==> config.mk <==
export PLATFORM = sky130hd
export DESIGN_NAME = srdl2sv_widget_arbiter
export DESIGN_NICKNAME = d
export VERILOG_FILES = /design/src/rtl/srdl2sv_widget_arbiter.sv
export SDC_FILE = /design/constraint.sdc
export NUM_CORES = 1
export LEC_CHECK = 0
export ABC_AREA = 1
export CAP_MARGIN = 10
export CORE_AREA = 2 2 108 110
export CTS_CLUSTER_SIZE = 12
export DETAILED_ROUTE_END_ITERATION = 8
export DIE_AREA = 0 0 110 112
export DONT_BUFFER_PORTS = 1
export GPL_TIMING_DRIVEN = 0
export HOLD_SLACK_MARGIN = 0.08
export MAX_ROUTING_LAYER = met4
export SLEW_MARGIN = 30
export SYNTH_ARGS = -nofsm -noshare
export SYNTH_HDL_FRONTEND = slang
export SYNTH_SLANG_ARGS = --single-unit
==> constraint.sdc <==
create_clock -name HCLK -period 4.3 [get_ports HCLK]
set_clock_uncertainty 0.15 [all_clocks]
set_input_delay 1.29 -clock HCLK [delete_from_list [all_inputs] [get_ports HCLK]]
set_output_delay 1.29 -clock HCLK [all_outputs]
set_load 0.005 [all_outputs]
==> src/rtl/srdl2sv_widget_arbiter.sv <==
// Round-robin arbiter that shares one srdl2sv register-file access port
// between N_REQ bus widgets (e.g. AHB-Lite and a debug/JTAG widget).
//
// Each upstream port follows widget-interface semantics, flattened to
// vectors. A requester holds w_vld or r_vld until it sees its req_rdy
// strobe. One transaction is forwarded downstream at a time. A watchdog
// forces an error response if the register block stalls.
//
// Ports
//   HCLK, HRESET  clock and synchronous active-high reset
//   req_w_vld     per-requester write valid               [N_REQ]
//   req_r_vld     per-requester read valid                [N_REQ]
//   req_addr      per-requester address, slice [32*i+:32] [N_REQ*32]
//   req_w_data    per-requester write data                [N_REQ*BUS_BITS]
//   req_byte_en   per-requester byte enables              [N_REQ*BUS_BYTES]
//   req_rdy       per-requester completion strobe         [N_REQ]
//   req_err       per-requester error, qualified by rdy   [N_REQ]
//   req_r_data    shared read data, 0 when no rdy         [BUS_BITS]
//   dn_w_vld      downstream write valid
//   dn_r_vld      downstream read valid
//   dn_addr       downstream address                      [32]
//   dn_w_data     downstream write data                   [BUS_BITS]
//   dn_byte_en    downstream byte enables                 [BUS_BYTES]
//   dn_rdy        downstream completion
//   dn_err        downstream error, qualified by dn_rdy
//   dn_r_data     downstream read data                    [BUS_BITS]
module srdl2sv_widget_arbiter #(
  parameter int unsigned N_REQ          = 2,
  parameter int unsigned BUS_BITS       = 32,
  parameter int unsigned TIMEOUT_CYCLES = 255,
  localparam int unsigned BUS_BYTES     = BUS_BITS / 8
) (
  input  logic                         HCLK,
  input  logic                         HRESET,

  input  logic [N_REQ-1:0]             req_w_vld,
  input  logic [N_REQ-1:0]             req_r_vld,
  input  logic [N_REQ*32-1:0]          req_addr,
  input  logic [N_REQ*BUS_BITS-1:0]    req_w_data,
  input  logic [N_REQ*BUS_BYTES-1:0]   req_byte_en,
  output logic [N_REQ-1:0]             req_rdy,
  output logic [N_REQ-1:0]             req_err,
  output logic [BUS_BITS-1:0]          req_r_data,

  output logic                         dn_w_vld,
  output logic                         dn_r_vld,
  output logic [31:0]                  dn_addr,
  output logic [BUS_BITS-1:0]          dn_w_data,
  output logic [BUS_BYTES-1:0]         dn_byte_en,
  input  logic                         dn_rdy,
  input  logic                         dn_err,
  input  logic [BUS_BITS-1:0]          dn_r_data
);

  localparam int unsigned GrantW = $clog2(N_REQ);

  // A zero TIMEOUT_CYCLES would give a zero-width timer; keep one bit so the
  // register stays legal, it is simply never compared.
  localparam int unsigned TimerW = (TIMEOUT_CYCLES == 0) ? 1 : $clog2(TIMEOUT_CYCLES + 1);
  localparam bit          TimeoutEn = (TIMEOUT_CYCLES != 0);
  localparam logic [TimerW-1:0] TimerLast =
      TimerW'((TIMEOUT_CYCLES == 0) ? 0 : TIMEOUT_CYCLES - 1);
  localparam logic [TimerW-1:0] TimerMax = {TimerW{1'b1}};

  typedef enum logic [0:0] {
    StIdle,
    StGrant
  } state_e;

  state_e              state_q;
  logic [GrantW-1:0]   grant_q;
  logic [GrantW-1:0]   last_q;
  logic [TimerW-1:0]   timer_q;

  // ---------------------------------------------------------------------------
  // Round-robin pick: first pending index after last_q, wrapping modulo N_REQ.
  // ---------------------------------------------------------------------------
  logic [N_REQ-1:0]  pending;
  logic [GrantW-1:0] cand;
  logic [GrantW-1:0] pick;
  logic              pick_vld;

  assign pending = req_w_vld | req_r_vld;

  always_comb begin
    cand     = '0;
    pick     = '0;
    pick_vld = 1'b0;
    for (int unsigned k = 1; k <= N_REQ; k++) begin
      cand = GrantW'((32'(last_q) + k) % N_REQ);
      if (!pick_vld && pending[cand]) begin
        pick_vld = 1'b1;
        pick     = cand;
      end
    end
  end

  // ---------------------------------------------------------------------------
  // Granted requester's signals.
  // ---------------------------------------------------------------------------
  logic                 g_w_vld;
  logic                 g_r_vld;
  logic [31:0]          g_addr;
  logic [BUS_BITS-1:0]  g_w_data;
  logic [BUS_BYTES-1:0] g_byte_en;

  always_comb begin
    g_w_vld   = req_w_vld[grant_q];
    g_r_vld   = req_r_vld[grant_q];
    g_addr    = req_addr[32*grant_q +: 32];
    g_w_data  = req_w_data[BUS_BITS*grant_q +: BUS_BITS];
    g_byte_en = req_byte_en[BUS_BYTES*grant_q +: BUS_BYTES];
  end

  // ---------------------------------------------------------------------------
  // GRANT exit conditions. Outputs are suppressed while HRESET is high, so a
  // reset during GRANT never issues a response.
  // ---------------------------------------------------------------------------
  logic in_grant;
  logic illegal;
  logic complete;
  logic timeout;
  logic abort;
  logic respond;
  logic err_resp;
  logic done;

  always_comb begin
    in_grant = (state_q == StGrant) && !HRESET;
    // Nothing is presented downstream for an illegal request, so any dn_rdy
    // that cycle cannot belong to it; the illegal response takes precedence.
    illegal  = in_grant && g_w_vld && g_r_vld;
    complete = in_grant && !illegal && dn_rdy;
    timeout  = in_grant && !illegal && !dn_rdy && TimeoutEn && (timer_q == TimerLast);
    abort    = in_grant && !illegal && !dn_rdy && !timeout && !g_w_vld && !g_r_vld;
    respond  = illegal || complete || timeout;
    err_resp = illegal || timeout || (complete && dn_err);
    done     = respond || abort;
  end

  // ---------------------------------------------------------------------------
  // Outputs.
  // ---------------------------------------------------------------------------
  always_comb begin
    dn_w_vld   = in_grant && !illegal && g_w_vld;
    dn_r_vld   = in_grant && !illegal && g_r_vld;
    dn_addr    = in_grant ? g_addr    : '0;
    dn_w_data  = in_grant ? g_w_data  : '0;
    dn_byte_en = in_grant ? g_byte_en : '0;
  end

  always_comb begin
    req_rdy = '0;
    req_err = '0;
    for (int i = 0; i < int'(N_REQ); i++) begin
      req_rdy[i] = respond && (grant_q == GrantW'(i));
      req_err[i] = respond && err_resp && (grant_q == GrantW'(i));
    end
    // Writes also return dn_r_data; timeouts and illegal requests return 0.
    req_r_data = complete ? dn_r_data : '0;
  end

  // ---------------------------------------------------------------------------
  // FSM, arbitration pointer and watchdog timer.
  // ---------------------------------------------------------------------------
  always_ff @(posedge HCLK) begin
    if (HRESET) begin
      state_q <= StIdle;
      grant_q <= '0;
      last_q  <= GrantW'(N_REQ - 1);
      timer_q <= '0;
    end else begin
      unique case (state_q)
        StIdle: begin
          if (pick_vld) begin
            grant_q <= pick;
            timer_q <= '0;
            state_q <= StGrant;
          end
        end
        StGrant: begin
          // Saturate rather than wrap so a disabled or very long stall never
          // aliases back to a small count.
          if (timer_q != TimerMax) begin
            timer_q <= timer_q + TimerW'(1);
          end
          if (done) begin
            state_q <= StIdle;
            // Illegal requests also advance the pointer so a misbehaving
            // widget cannot starve the others.
            last_q  <= grant_q;
          end
        end
        default: state_q <= StIdle;
      endcase
    end
  end

endmodule

; After elaboration in Yosys (flattened, before gate mapping)
; Cells that the tools add are included.
[op_classes]
add_sub_neg = 3
magnitude_cmp = 3
n_eq_ne = 4
shifts = 3
muxes = 22
bitwise_logic = 3
n_reduce_logical = 34
[ops]
columns = operator, count
row1 = indexed part select 64 x 7 -> 32 bit, 2
row2 = 2-to-1 mux 32 bit, 3
row3 = logical AND 1 bit, 19
row4 = 2-to-1 mux 8 bit, 2
row5 = one-hot mux 8 bit (2 select lines), 1
row6 = 2-to-1 mux 1 bit, 14
row7 = adder 8 x 1 -> 8 bit (second input constant), 1
row8 = equality test 8 bit (second input constant), 1
row9 = inequality test 8 bit (second input constant), 1
row10 = indexed part select 8 x 4 -> 4 bit, 1
row11 = logical NOT 1 bit, 7
row12 = less-than comparator 1 x 2 -> 1 bit (second input constant), 3
row13 = AND reduction 2 bit, 3
row14 = logical OR 1 bit, 5
row15 = 2-to-1 mux 4 bit, 1
row16 = adder 1 bit (second input constant), 2
row17 = inequality test 2 x 1 -> 1 bit (second input constant), 1
row18 = inequality test 2 bit (second input constant), 1
row19 = NOT 1 bit, 2
row20 = bitwise OR 2 bit, 1
row21 = one-hot mux 1 bit (2 select lines), 1
[totals]
reg_bits = 11
in_bits = 176
out_inout_bits = 106
wordCells = 76

; Logic depth before layout (Yosys ltp)
; Gate-level depths: netlist of run 1.
[logic_depth]
ltp_word = 15
ltp_mapped = 11
mapped_depth_nobuf = 10

; Worst setup path before layout of run 1
; Ideal clock, no wire load.
[synth_path]
path_kind = input to output
start = input req_r_vld[1]
end = output req_r_data[10]
arrival_ps = 2078
required_time_ps = 2860
path_slack_ps = 782
cell_stages = 8
n_path_buf = 1
cell_sequence = nand2_1 nand2_1 a21oi_4 inv_2 nor2_2 inv_2 buf_6 nor2_2
[synth_via]
elab_chain_cells = 7
[synth_lines]
columns = element, line_no
row1 = from (decl), 37  ; input logic [N_REQ-1:0] req_r_vld,
row2 = 2-to-1 mux 1 bit (implied by the code) (2 in series), 109  ; g_r_vld = req_r_vld[grant_q];
row3 = logical AND 1 bit, 132  ; illegal = in_grant && g_w_vld && g_r_vld;
row4 = logical NOT 1 bit, 133  ; complete = in_grant && !illegal && dn_rdy;
row5 = logical AND 1 bit (2 in series), 133
row6 = 2-to-1 mux 32 bit, 160  ; req_r_data = complete ? dn_r_data : '0;
row7 = to (decl), 43  ; output logic [BUS_BITS-1:0] req_r_data,
; Every way passes these cells. The select of a mux whose other input is x is not followed.

; Worst setup path after layout of run 1
[layout_path]
start = input HRESET
end = output dn_w_data[18]
[layout_via]
elab_chain_cells = 3
[layout_lines]
columns = element, line_no
row1 = from (decl), 34  ; input logic HRESET,
row2 = logical NOT 1 bit, 129  ; in_grant = (state_q == StGrant) && !HRESET;
row3 = logical AND 1 bit, 129
row4 = 2-to-1 mux 32 bit, 148  ; dn_w_data = in_grant ? g_w_data : '0;
row5 = to (decl), 48  ; output logic [BUS_BITS-1:0] dn_w_data,
; Every way passes these cells.

==> results.md, run 1 <==
Outcome:
- The flow ran to the end, and the final reports show no timing, DRC or antenna violations.

Job:
- Across the run, the number of max-cap violations was 0.

Setup path:
- The worst setup path endpoint is dn_w_data[18].
- The setup check on the worst reg-to-reg path leaves a slack of 2.57 ns.
- In this run the worst setup path begins at HRESET.
- The startpoint class of the critical path is an input pin.
- By startpoint and endpoint, the worst setup path is classified as in -> out.
- The number of cells on the worst reg-to-reg path is 8.
- The data required time at the worst endpoint is 2.86 ns.
- Data on the critical path arrives at its endpoint at 2.27 ns.
- The capturing element type of the critical path is an output port.
- The endpoint of the worst-slack reg-to-reg timing path is timer_q[4].
- The maximum net fanout on the critical path is 10.
- The startpoint identified for the worst register-to-register timing path is timer_q[1].

Global routing:
- The final global-route overflow total is 0.
- The initial antenna violation count is 0.
- The via count of the first global-routing pass is 2285.
- The global-route wire length before repair is 12100 um.
- The aggregate global-route resource usage is 13.3%.
- The largest net degree at the start of global routing is 11.

Routing:
- The final layout contains routed wiring with a total length of 8970 um.
- The detailed router finished its first iteration with 80 violations.
- In the routed layout, each cell is associated on average with a via count of 4.70.
- The via total after detailed routing is 2646.
- The detail route stage leaves a number of antenna-violating nets equal to 0.
- The number of detailed-routing iterations run before antenna repair is 4.
- The average detailed-routed wire length per instance is 15.9 um.
- The residual DRC count is 0.

Yosys:
- Yosys printed 0 warnings.
- The total nets after synthesis is 594.
- By area the synthesized netlist is led by nand2_1, a21oi_1, dfxtp_1.
- The register bit count reported by yosys is 11.
- The area of the mapped netlist is 2040 sq um.
- Sequential cells were found to cover 10.8% of the synthesized design area.
- The average instance in the mapped netlist occupies 4.90 sq um.
- Counting every instance in the synthesized netlist gives 416.
- The number of different library cells used by synthesis comes to 24.
- The top-area cell type share of the netlist area is 31.3%.
- The biggest area contributor in the post-synthesis netlist is nand2_1.

Timing:
- The final period utilization is 86.4%.
- The number of hold-slack violations in the final timing report is 0.
- The max-slew violation count was 0.
- The top achievable clock speed is 269 MHz.
- The tightest slew margin relative to the limit is 59.3%.
- The worst hold slack is 0.343 ns.
- Setup violations remaining at the end of the flow were counted as 0.
- Summed over all failing endpoints, the final setup total negative slack is 0 ns.
- Setup repair after global routing left no endpoint under its margin.
- The routed design could run at a clock period as short as 3.71 ns.
- The post-layout worst setup margin is 0.586 ns.
- The pin slew with the least headroom to its limit is 0.610 ns.

Final layout:
- The final net count is 599.
- The most common cell after layout, fill and taps aside is nand2_1.
- Summing all non-filler instances in the final layout gives an area of 2290 sq um.
- Of the cells placed in the final design, the portion with a size suffix greater than 1 is 12.6%.
- The number of diodes added for antenna fixing is 0.
- The area growth from synthesis to layout is 12.7%.
- Leaving out fill and tap cells, the most frequent cells in the layout are nand2_1, a21oi_1, inv_1, nor2_2, nor2_1.

Die:
- After floorplanning, the core was sized to cover 11200 sq um.
- 282 I/O pins were placed.
- The horizontal die dimension is 110 um.
- Once the floorplan was initialized, standard cells occupied 18.2% of the core.
- The number of rows created at floorplan is 39.
- The full die area is 12300 sq um.
- The die is 112 um tall.

Clock tree:
- The CTS tree is yes.
- Counting the buffers created by CTS gives 3.
- The post-CTS setup buffer count is 0.
- The count of clock tree sinks is 11.
- The root buffer cell is clkbuf_16.
- In this run, post-CTS hold repair placed 0 buffers.
- Gates resized during post-CTS repair numbered 0.
- The clock passes through at most 2 buffers.
- In this run the number of H-tree levels came out at 1.
- The clock reaches the later pin of the worst-skew pair after 0.24 ns.
- The clock-pin slew of the registers on the worst-case setup and hold paths is 0.04 ns.

Placement:
- Input and output buffers added on the ports amount to 0.
- The final weighted congestion in routability-driven placement is 0.842.
- Before CTS, the worst setup slack after placement is 0.569 ns.
- The placed wire-length estimate is 7790 um.
- The placed instance area is 2220 sq um.

Power and ir drop:
- The areal power density over the cells is 204 nW/um^2.
- The worst ir drop on vdd is 106 uV.
- The leakage power summed over all cells is 1.08 nW.
- The total design power is 468 uW.

Min path:
- The kind of path behind the tightest hold check is reg -> reg.
==> through the flow <==
stage	instances	utilization, %
floorplan	416	-
global placement	559	19.8
detailed placement	559	19.8
CTS	563	20.5
global route	563	20.5
finish	563	20.5
==> how the worst min path moves through the flow <==
stage / depth (start not counted) / end / start / slack [ns]
global route: 1 / timer_q[0] / timer_q[0] / 0.37
detailed placement: 2 / timer_q[7] / timer_q[7] / 0.34
CTS: 2 / timer_q[7] / timer_q[7] / 0.35
floorplan: 1 / timer_q[0] / timer_q[0] / 0.30
global placement: 1 / timer_q[0] / timer_q[0] / 0.32
finish: 1 / timer_q[0] / timer_q[0] / 0.34
==> critical path, cell delays in order <==
cell and delay (ns):
nor2_2 0.03, inv_2 0.14, buf_2 0.29, buf_1 0.37, a21oi_1 0.14
==> registers in the layout, summed over array words and instances (netlist names) <==
| register | flops |
|---|---|
| grant_q | 1 |
| last_q | 1 |
| state_q | 1 |
| timer_q | 8 |
==> Yosys cell counts, drive strengths merged <==
cell type,number
a21o,1
a21oi,77
buf,10
clkbuf,16
dfxtp,11
ha,2
inv,53
nand2,171
nand3,8
nand4,6
nor2,50
nor3,1
o21ai,5
o21bai,1
o2bb2ai,1
or2,2
xor2,1
==> final cells by class <==
type / count / area [sq um]
inverters: 53 / 199
fillers: 1300 / 8880
clock buffers: 4 / 78.8
flip-flops and latches: 11 / 220
plain buffers: 26 / 131
well taps: 143 / 179
multi-input cells: 326 / 1490
==> cell families (layout without fill, tap and decap cells) <==
| group | count (synthesis) | after routing | synth area share (%) |
|---|---|---|---|
| and+or+nand+nor | 238 | 238 | 49.4 |
| AOI/OAI and AO/OA | 85 | 85 | 21.9 |
| buffers and inverters | 79 | 83 | 16.2 |
| DFF | 11 | 11 | 10.8 |
| adders and majority gates | 2 | 2 | 1.23 |
| xor gates and xnor gates | 1 | 1 | 0.430 |
==> report_power, final <==
part           internal [mW]  total (mW)  switching (mW)
clock                  0.125       0.173          0.0480
sequential             0.107       0.111         0.00473
combinational         0.0529       0.184           0.131
total                  0.284       0.468           0.184
==> layer usage <==
| layer | vias up | global-route usage (%) | part of all wire, % |
|---|---|---|---|
| li1 | 1293 | - | - |
| met1 | 1136 | 15.7 | 40 |
| met2 | 198 | 23.4 | 49 |
| met3 | 19 | 1.17 | 7.7 |
| met4 | 0 | 4.47 | 2.8 |
| met5 | - | - | 0 |
No activity file was read; power rests on OpenSTA's default activity.
==> run 2, diff against run 1 <==
==> constraint.sdc (replaced) <==
create_clock -name HCLK -period 4.3 [get_ports HCLK]
set_clock_uncertainty 0.15 [all_clocks]
set_input_delay 0.215 -clock HCLK [delete_from_list [all_inputs] [get_ports HCLK]]
set_output_delay 0.215 -clock HCLK [all_outputs]
set_load 0.005 [all_outputs]
==> run 2 against run 1 <==
  * Worst hold slack worse by 0.25 ns
  * Critical path depth is 1 lower
  * Sequential share of layout area is 0.12 points lower
  * First-iteration DRC count is 11% higher
  * Power is 1.0% higher
  * Non-clock buffer count is 3 higher
  * Register-to-register slack worse by 0.03 ns
  * Utilization is 0.27 points higher
==> results.md, run 2 (same netlist as run 1, synthesis figures left out) <==
Outcome:
- The run finished with clean final reports.

Clock tree:
- The count of clock tree sinks is 11.
- Clock tree synthesis selected as its root buffer the cell clkbuf_16.
- The CTS tree is yes.
- The clock network latency to the later pin of the worst-skew pair is 0.24 ns.
- The maximum root-to-sink buffer count is 2.
- The clock-pin slew of the registers on the worst-case setup and hold paths is 0.04 ns.
- Counting the buffers created by CTS gives 3.
- In this run the number of H-tree levels came out at 1.

Placement:
- The final weighted congestion in routability-driven placement is 0.842.
- Detailed placement finished with a half-perimeter wire length of 7790 um.
- At the placement stage, the worst setup path has a slack of 2.36 ns.
- Buffers placed on the I/O ports in this run total 0.

Setup path:
- The data required time at the worst endpoint is 3.93 ns.
- The data arrival time of the critical path is 1.77 ns.
- The startpoint class of the critical path is a flop.
- The critical path launch point is grant_q.
- The worst setup path is captured at an output port.
- By startpoint and endpoint, the worst setup path is classified as reg -> out.
- The setup slack of the worst register-to-register path is 2.54 ns.
- For this design, the slowest cell found on the critical path is clkbuf_1.
- On the worst path, the slowest cell contributes a delay of 0.50 ns.
- The logic depth of the worst register-to-register path is 8.
- The critical path goes through buf_2, clkbuf_1, nand2_1, a21oi_1.
- The worst register-to-register path ends at timer_q[4].
- Counting both buffers and inverters, the worst setup path holds a total of 2.
- Of all nets on the critical path, the largest fanout is 10.
- The kind of cell adding the most delay to the critical path is buffers and inverters.
- The startpoint identified for the worst register-to-register timing path is timer_q[1].

Routing:
- In this run the remaining antenna-violating nets after routing total 0.
- The total length of routed wires is 9110 um.
- The via total after detailed routing is 2706.
- After the first detailed-routing iteration, the DRC count stood at 89.
- Using the TritonRoute via totals, the vias-per-cell ratio works out to 4.78.
- The residual DRC count is 0.
- The average detailed-routed wire length per instance is 16.1 um.
- The number of detailed-routing iterations run before antenna repair is 4.

Timing:
- The tightest slew margin relative to the limit is 59.9%.
- Counting I/O delays and the setup requirement, the final critical path takes 2.13 ns.
- Setup violations remaining at the end of the flow were counted as 0.
- Adding up every negative setup slack in the final design gives 0 ns.
- The max-slew violation count is 0.
- The post-layout worst setup margin is 2.17 ns.
- Setup repair after global routing left no endpoint under its margin.
- The final period utilization is 49.6%.
- Static timing analysis puts the maximum clock frequency at 469 MHz.
- The pin slew with the least headroom to its limit is 0.601 ns.
- On the final layout, the worst hold slack is 0.0967 ns.
- The number of hold-slack violations in the final timing report came to 0.

Global routing:
- The aggregate global-route resource usage is 13.5%.
- The largest net degree at the start of global routing is 11.
- The final global-route overflow total is 0.
- The initial antenna violation count is 0.
- The via count of the first global-routing pass is 2325.
- The global-route wire length before repair is 12200 um.

Power and ir drop:
- The net switching share of the total power is 39.3%.
- IR analysis of the VDD net gives a maximum drop of 107 uV.
- Per report_power, the clock group accounts for 36.6% of the total.
- The share of total power dissipated in combinational logic is 39.8%.
- The total design power is 473 uW.
- The areal power density over the cells is 203 nW/um^2.
- The internal power contribution is 287 uW.
- The relative contribution of sequential cells to total power is 23.6%.
- The total net switching power is 186 uW.
- The analysis attributes to cell leakage a power of 1.09 nW.

Final layout:
- The signed area change from the synthesized netlist to the final layout is 14.1%.
- More flip-flops sit in one register than any other, and that register is timer_q.
- The utilization of the core after routing is 20.8%.
- Cells with a size suffix above 1 make up 12.5% of the layout.
- In the final design database the tool counted 602 nets.
- The number of diodes added for antenna fixing is 0.
- The most common cell after layout, fill and taps aside is nand2_1.
- The register with the most flip-flops in the layout has 8 of them.
- The library cells used most frequently in the layout, excluding fill and tap cells, are nand2_1, a21oi_1, inv_1, nor2_2, nor2_1.

Die:
- The die covers 12300 sq um.
- Measured along the y axis, the die boundary spans 112 um.
- The core footprint is 11200 sq um.
- The number of rows created at floorplan is 39.
- The die is 110 um wide.
- The initial standard-cell utilization of the core is 18.2%.
- The count of boundary I/O pins is 282.

Min path:
- The terminating pin of the worst hold path is state_q.
- The worst hold path begins at req_r_vld[0].
- The path class of the tightest hold or removal check is in -> reg.
- The worst hold path passes through 4 cells.

Job:
- Across the run, the number of max-cap violations was 0.
run 2: cell count changes in the layout (fill, tap and decap cells not counted):
cell	change
dlygate4sd3_1	+3
run 2: tightest hold or removal path, delay by kind of cell:
kind	cells	cell delay [ns]
AND/OR/NAND/NOR	3	0.17
AO/OA/AOI/OAI	1	0.07
run 2: power groups by stage:
stage	Combinational (mW)	Sequential, mW	Clock (mW)
after floorplan	0.141	0.112	0
after global placement	0.184	0.113	0
after detailed placement	0.185	0.113	0
after CTS	0.190	0.111	0.175
after global routing	0.212	0.112	0.182
final	0.188	0.111	0.173
run 2: cell type report:
class / instances / area, sq um
fill: 1296 / 8850
multi-input combinational: 326 / 1490
sequential: 11 / 220
inverter: 53 / 199
tap: 143 / 179
buffer: 26 / 131
clock buffer: 4 / 78.8
timing repair buffer: 3 / 30.0
run 2: timing repair:
| action | CTS | global route |
|---|---|---|
| buffers inserted | 0 | 0 |
| hold buffers | 3 | 0 |
| gates resized for setup | 0 | 0 |
| hold endpoints to repair | 8 | 0 |
run 2: how the worst max path moves through the flow:
stage / endpoint / slack, ns / cells after the start
floorplan: req_r_data[10] / 2.71 / 10
global placement: dn_w_data[29] / 2.34 / 4
detailed placement: dn_w_data[30] / 2.36 / 4
CTS: dn_w_data[30] / 2.10 / 4
global route: dn_w_data[30] / 2.02 / 4
finish: dn_w_data[29] / 2.17 / 4
run 2: through the flow:
step                      area (sq um)  instances
after floorplan                   2040        416
after global placement            2220        559
final                             2320        566
after detailed placement          2220        559
after CTS                         2320        566
after global routing              2320        566
run 2: routing by layer:
layer	vias to the layer above	track usage (%)	wire, um
li1	1298	-	-
met1	1168	15.8	3550
met2	220	23.6	4470
met3	20	1.17	791
met4	0	5.15	298
met5	-	-	0
==> run 3, diff against run 2 <==
Clock period 4.3 ns to 2.08 ns, I/O delays scaled along.
==> run 3 against run 2 <==
  * Clock power grew 110%
  * First-iteration DRC count grew 15%
  * Combinational power grew 110%
  * Via count grew 0.11%
  * Die area is the same
  * Wire length grew 2.4%
  * Worst hold slack gained 0.0035 ns
  * Sequential share of layout area shrank 0.12 points
  * Global-route usage grew 0.51 points
  * Critical endpoint is now dn_w_data[31]
==> results.md, run 3 (same netlist as run 1, synthesis figures left out) <==
Clock tree:
- The maximum root-to-sink buffer count is 2.
- The clock-pin slew of the registers on the worst-case setup and hold paths is 0.04 ns.
- The clock drives 11 sinks.
- CTS placed an instance of clkbuf_16 at the clock tree root.
- Buffers inserted during clock tree synthesis total 3.
- The clock network latency to the later pin of the worst-skew pair is 0.24 ns.
- TritonCTS built the clock tree.
- In this run the number of H-tree levels came out at 1.

Setup path:
- The buffers plus inverters on the worst setup path is 2.
- On the critical path, the stage with the largest delay is an instance of clkbuf_1.
- The capturing element type of the critical path is an output port.
- The data arrival time of the critical path is 1.73 ns.
- The kind of critical path is reg -> out.
- The delay of the slowest cell on the worst path is 0.43 ns.
- Grouping stages by cell kind, the critical path spends the most delay in buffers and inverters.
- STA classifies the critical path startpoint as a flop.
- In this run the worst path has a maximum fanout of 10.
- The data required time at the worst endpoint is 1.83 ns.
- Traced cell by cell, the critical path runs through clkbuf_4, clkbuf_1, nand2_1, a21oi_1.

Die:
- Row generation in the floorplan step produced 39 rows.
- The core region is 11200 sq um.
- For this design the top-level I/O count stands at 282.
- The vertical die dimension is 112 um.
- The die covers 12300 sq um.
- Once the floorplan was initialized, standard cells occupied 18.2% of the core.
- The horizontal die dimension is 110 um.

Final layout:
- The library cells used most frequently in the layout, excluding fill and tap cells, are nand2_1, a21oi_1, inv_1, nor2_2, nor2_1.
- The most flop-heavy register is timer_q.
- The register with the most flip-flops in the layout has 8 of them.
- The number of diodes added for antenna fixing is 0.
- Cells with a size suffix above 1 make up 13.1% of the layout.
- The final net count is 605.
- The library cell used most frequently in the layout, excluding fill and tap cells, is nand2_1.
- From synthesis to final layout, the design area changed by 16.2%.
- The fill cell instance count of the final layout is 1294.

Power and ir drop:
- The analysis attributes to cell leakage a power of 1.11 nW.
- The relative contribution of sequential cells to total power is 23.4%.
- The internal power contribution is 598 uW.
- Across the VDD grid, the largest voltage drop is 217 uV.
- In this run the power spent charging and discharging nets is 389 uW.
- In this run the power density over the cells is 417 nW/um^2.
- The clock share of power is 36.5%.
- Of the total power, the share spent switching nets is 39.4%.
- The share of total power in combinational logic is 40.1%.

Global routing:
- Global routing used 14.0% of the available tracks across all layers.
- The largest net degree at the start of global routing is 11.
- The initial antenna violation count is 0.
- The first global-routing pass estimated 12700 um of wire.
- The via count of the first global-routing pass came to 2337.
- Global routing finished with a remaining overflow of 0.

Timing:
- The shortest clock period the worst path allows after layout is 1.98 ns.
- At the pin with the least slew margin, the transition time is 0.581 ns.
- The final period utilization is 95.3%.
- For the final routed database, the setup TNS stands at 0 ns.
- Derived from the worst setup path, the maximum achievable clock frequency is 504 MHz.
- On the final layout, the worst hold slack is 0.100 ns.
- The number of hold-slack violations in the final timing report was 0.
- Setup violations remaining at the end of the flow were counted as 0.
- The max-slew violation count was 0.
- Headroom to the max-slew limit came out at 61.3%.

Outcome:
- The flow ran to the end, and the final reports show no timing, DRC or antenna violations.

Routing:
- In the routed design, unresolved DRC markers number 0.
- The DRC marker count from the first detailed-route iteration is 102.
- In this run the remaining antenna-violating nets after routing total 0.
- The average detailed-routed wire length per instance is 16.4 um.
- Before antenna repair, the detailed router went through 4 iterations.
- For this block, the via count after detailed routing is 2709.
- The via count normalized by instance count is 4.76.
- The total length of routed wires is 9330 um.

Placement:
- The congestion estimate from routability-driven global placement came to 0.842.
- The placed wire-length estimate is 7790 um.
- In this run the tool buffered the top-level ports with 0 buffer cells.

Job:
- The total of max-cap violations is 0.

Min path:
- The min-delay analysis places its worst path in the category in -> reg.
## run 3: repair_timing
item	in CTS	in global routing
gates cloned	0	0
endpoints found under the hold margin	10	0
hold buffers	6	0
setup endpoints to repair	1	53
resized for setup	1	4
buffers inserted	0	0
## run 3: through the flow
stage          setup slack, ns  instances  util [%]  cell area (sq um)  total power, mW
2_1_floorplan            0.592        416         -               2040            0.522
3_3_place_gp             0.226        559      19.8               2220            0.614
3_5_place_dp             0.251        559      19.8               2220            0.616
4_1_cts                 0.0527        569      21.1               2360            0.988
5_1_grt               -0.00478        569      21.2               2370             1.06
6_report                0.0977        569      21.2               2370            0.987
## run 3: final timing paths
kind / from / to / slack (ns) / cells after the start
worst max-delay path: grant_q / dn_w_data[31] / 0.1 / 4
worst min-delay path: dn_rdy / last_q / 0.10 / 4
worst max register to register: timer_q[1] / timer_q[4] / 0.41 / 8
worst min register to register: timer_q[0] / timer_q[0] / 0.34 / 1
## run 3: cell type report
| cell class | instances | area [sq um] | share of cell area, % |
|---|---|---|---|
| timing repair buffer | 6 | 60.1 | 2.54 |
| clock buffer | 4 | 78.8 | 3.33 |
| buffer | 26 | 135 | 5.71 |
| tap | 143 | 179 | 7.56 |
| multi-input combinational | 326 | 1490 | 63.1 |
| inverter | 53 | 199 | 8.40 |
| sequential | 11 | 221 | 9.36 |
## run 3: tightest hold or removal path: cells and delay by family
family	cells	cell delay, ns
buffers and inverters	1	0.07
and+or+nand+nor	3	0.28
## run 3: per-layer routing
metal  vias up  part of all wire (%)  global-route usage [%]
met5         -                     0                       -
met4         0                   2.6                    4.47
met3        15                   8.1                    1.46
met2       208                    50                    24.8
met1      1184                    39                    16.3
li1       1302                     -                       -
## run 3: power groups by stage
stage / sequential (mW) / combinational [mW] / clock, mW
after floorplan: 0.231 / 0.292 / 0
after global placement: 0.234 / 0.380 / 0
after detailed placement: 0.234 / 0.382 / 0
after CTS: 0.230 / 0.395 / 0.362
after global routing: 0.232 / 0.449 / 0.378
final: 0.231 / 0.396 / 0.360
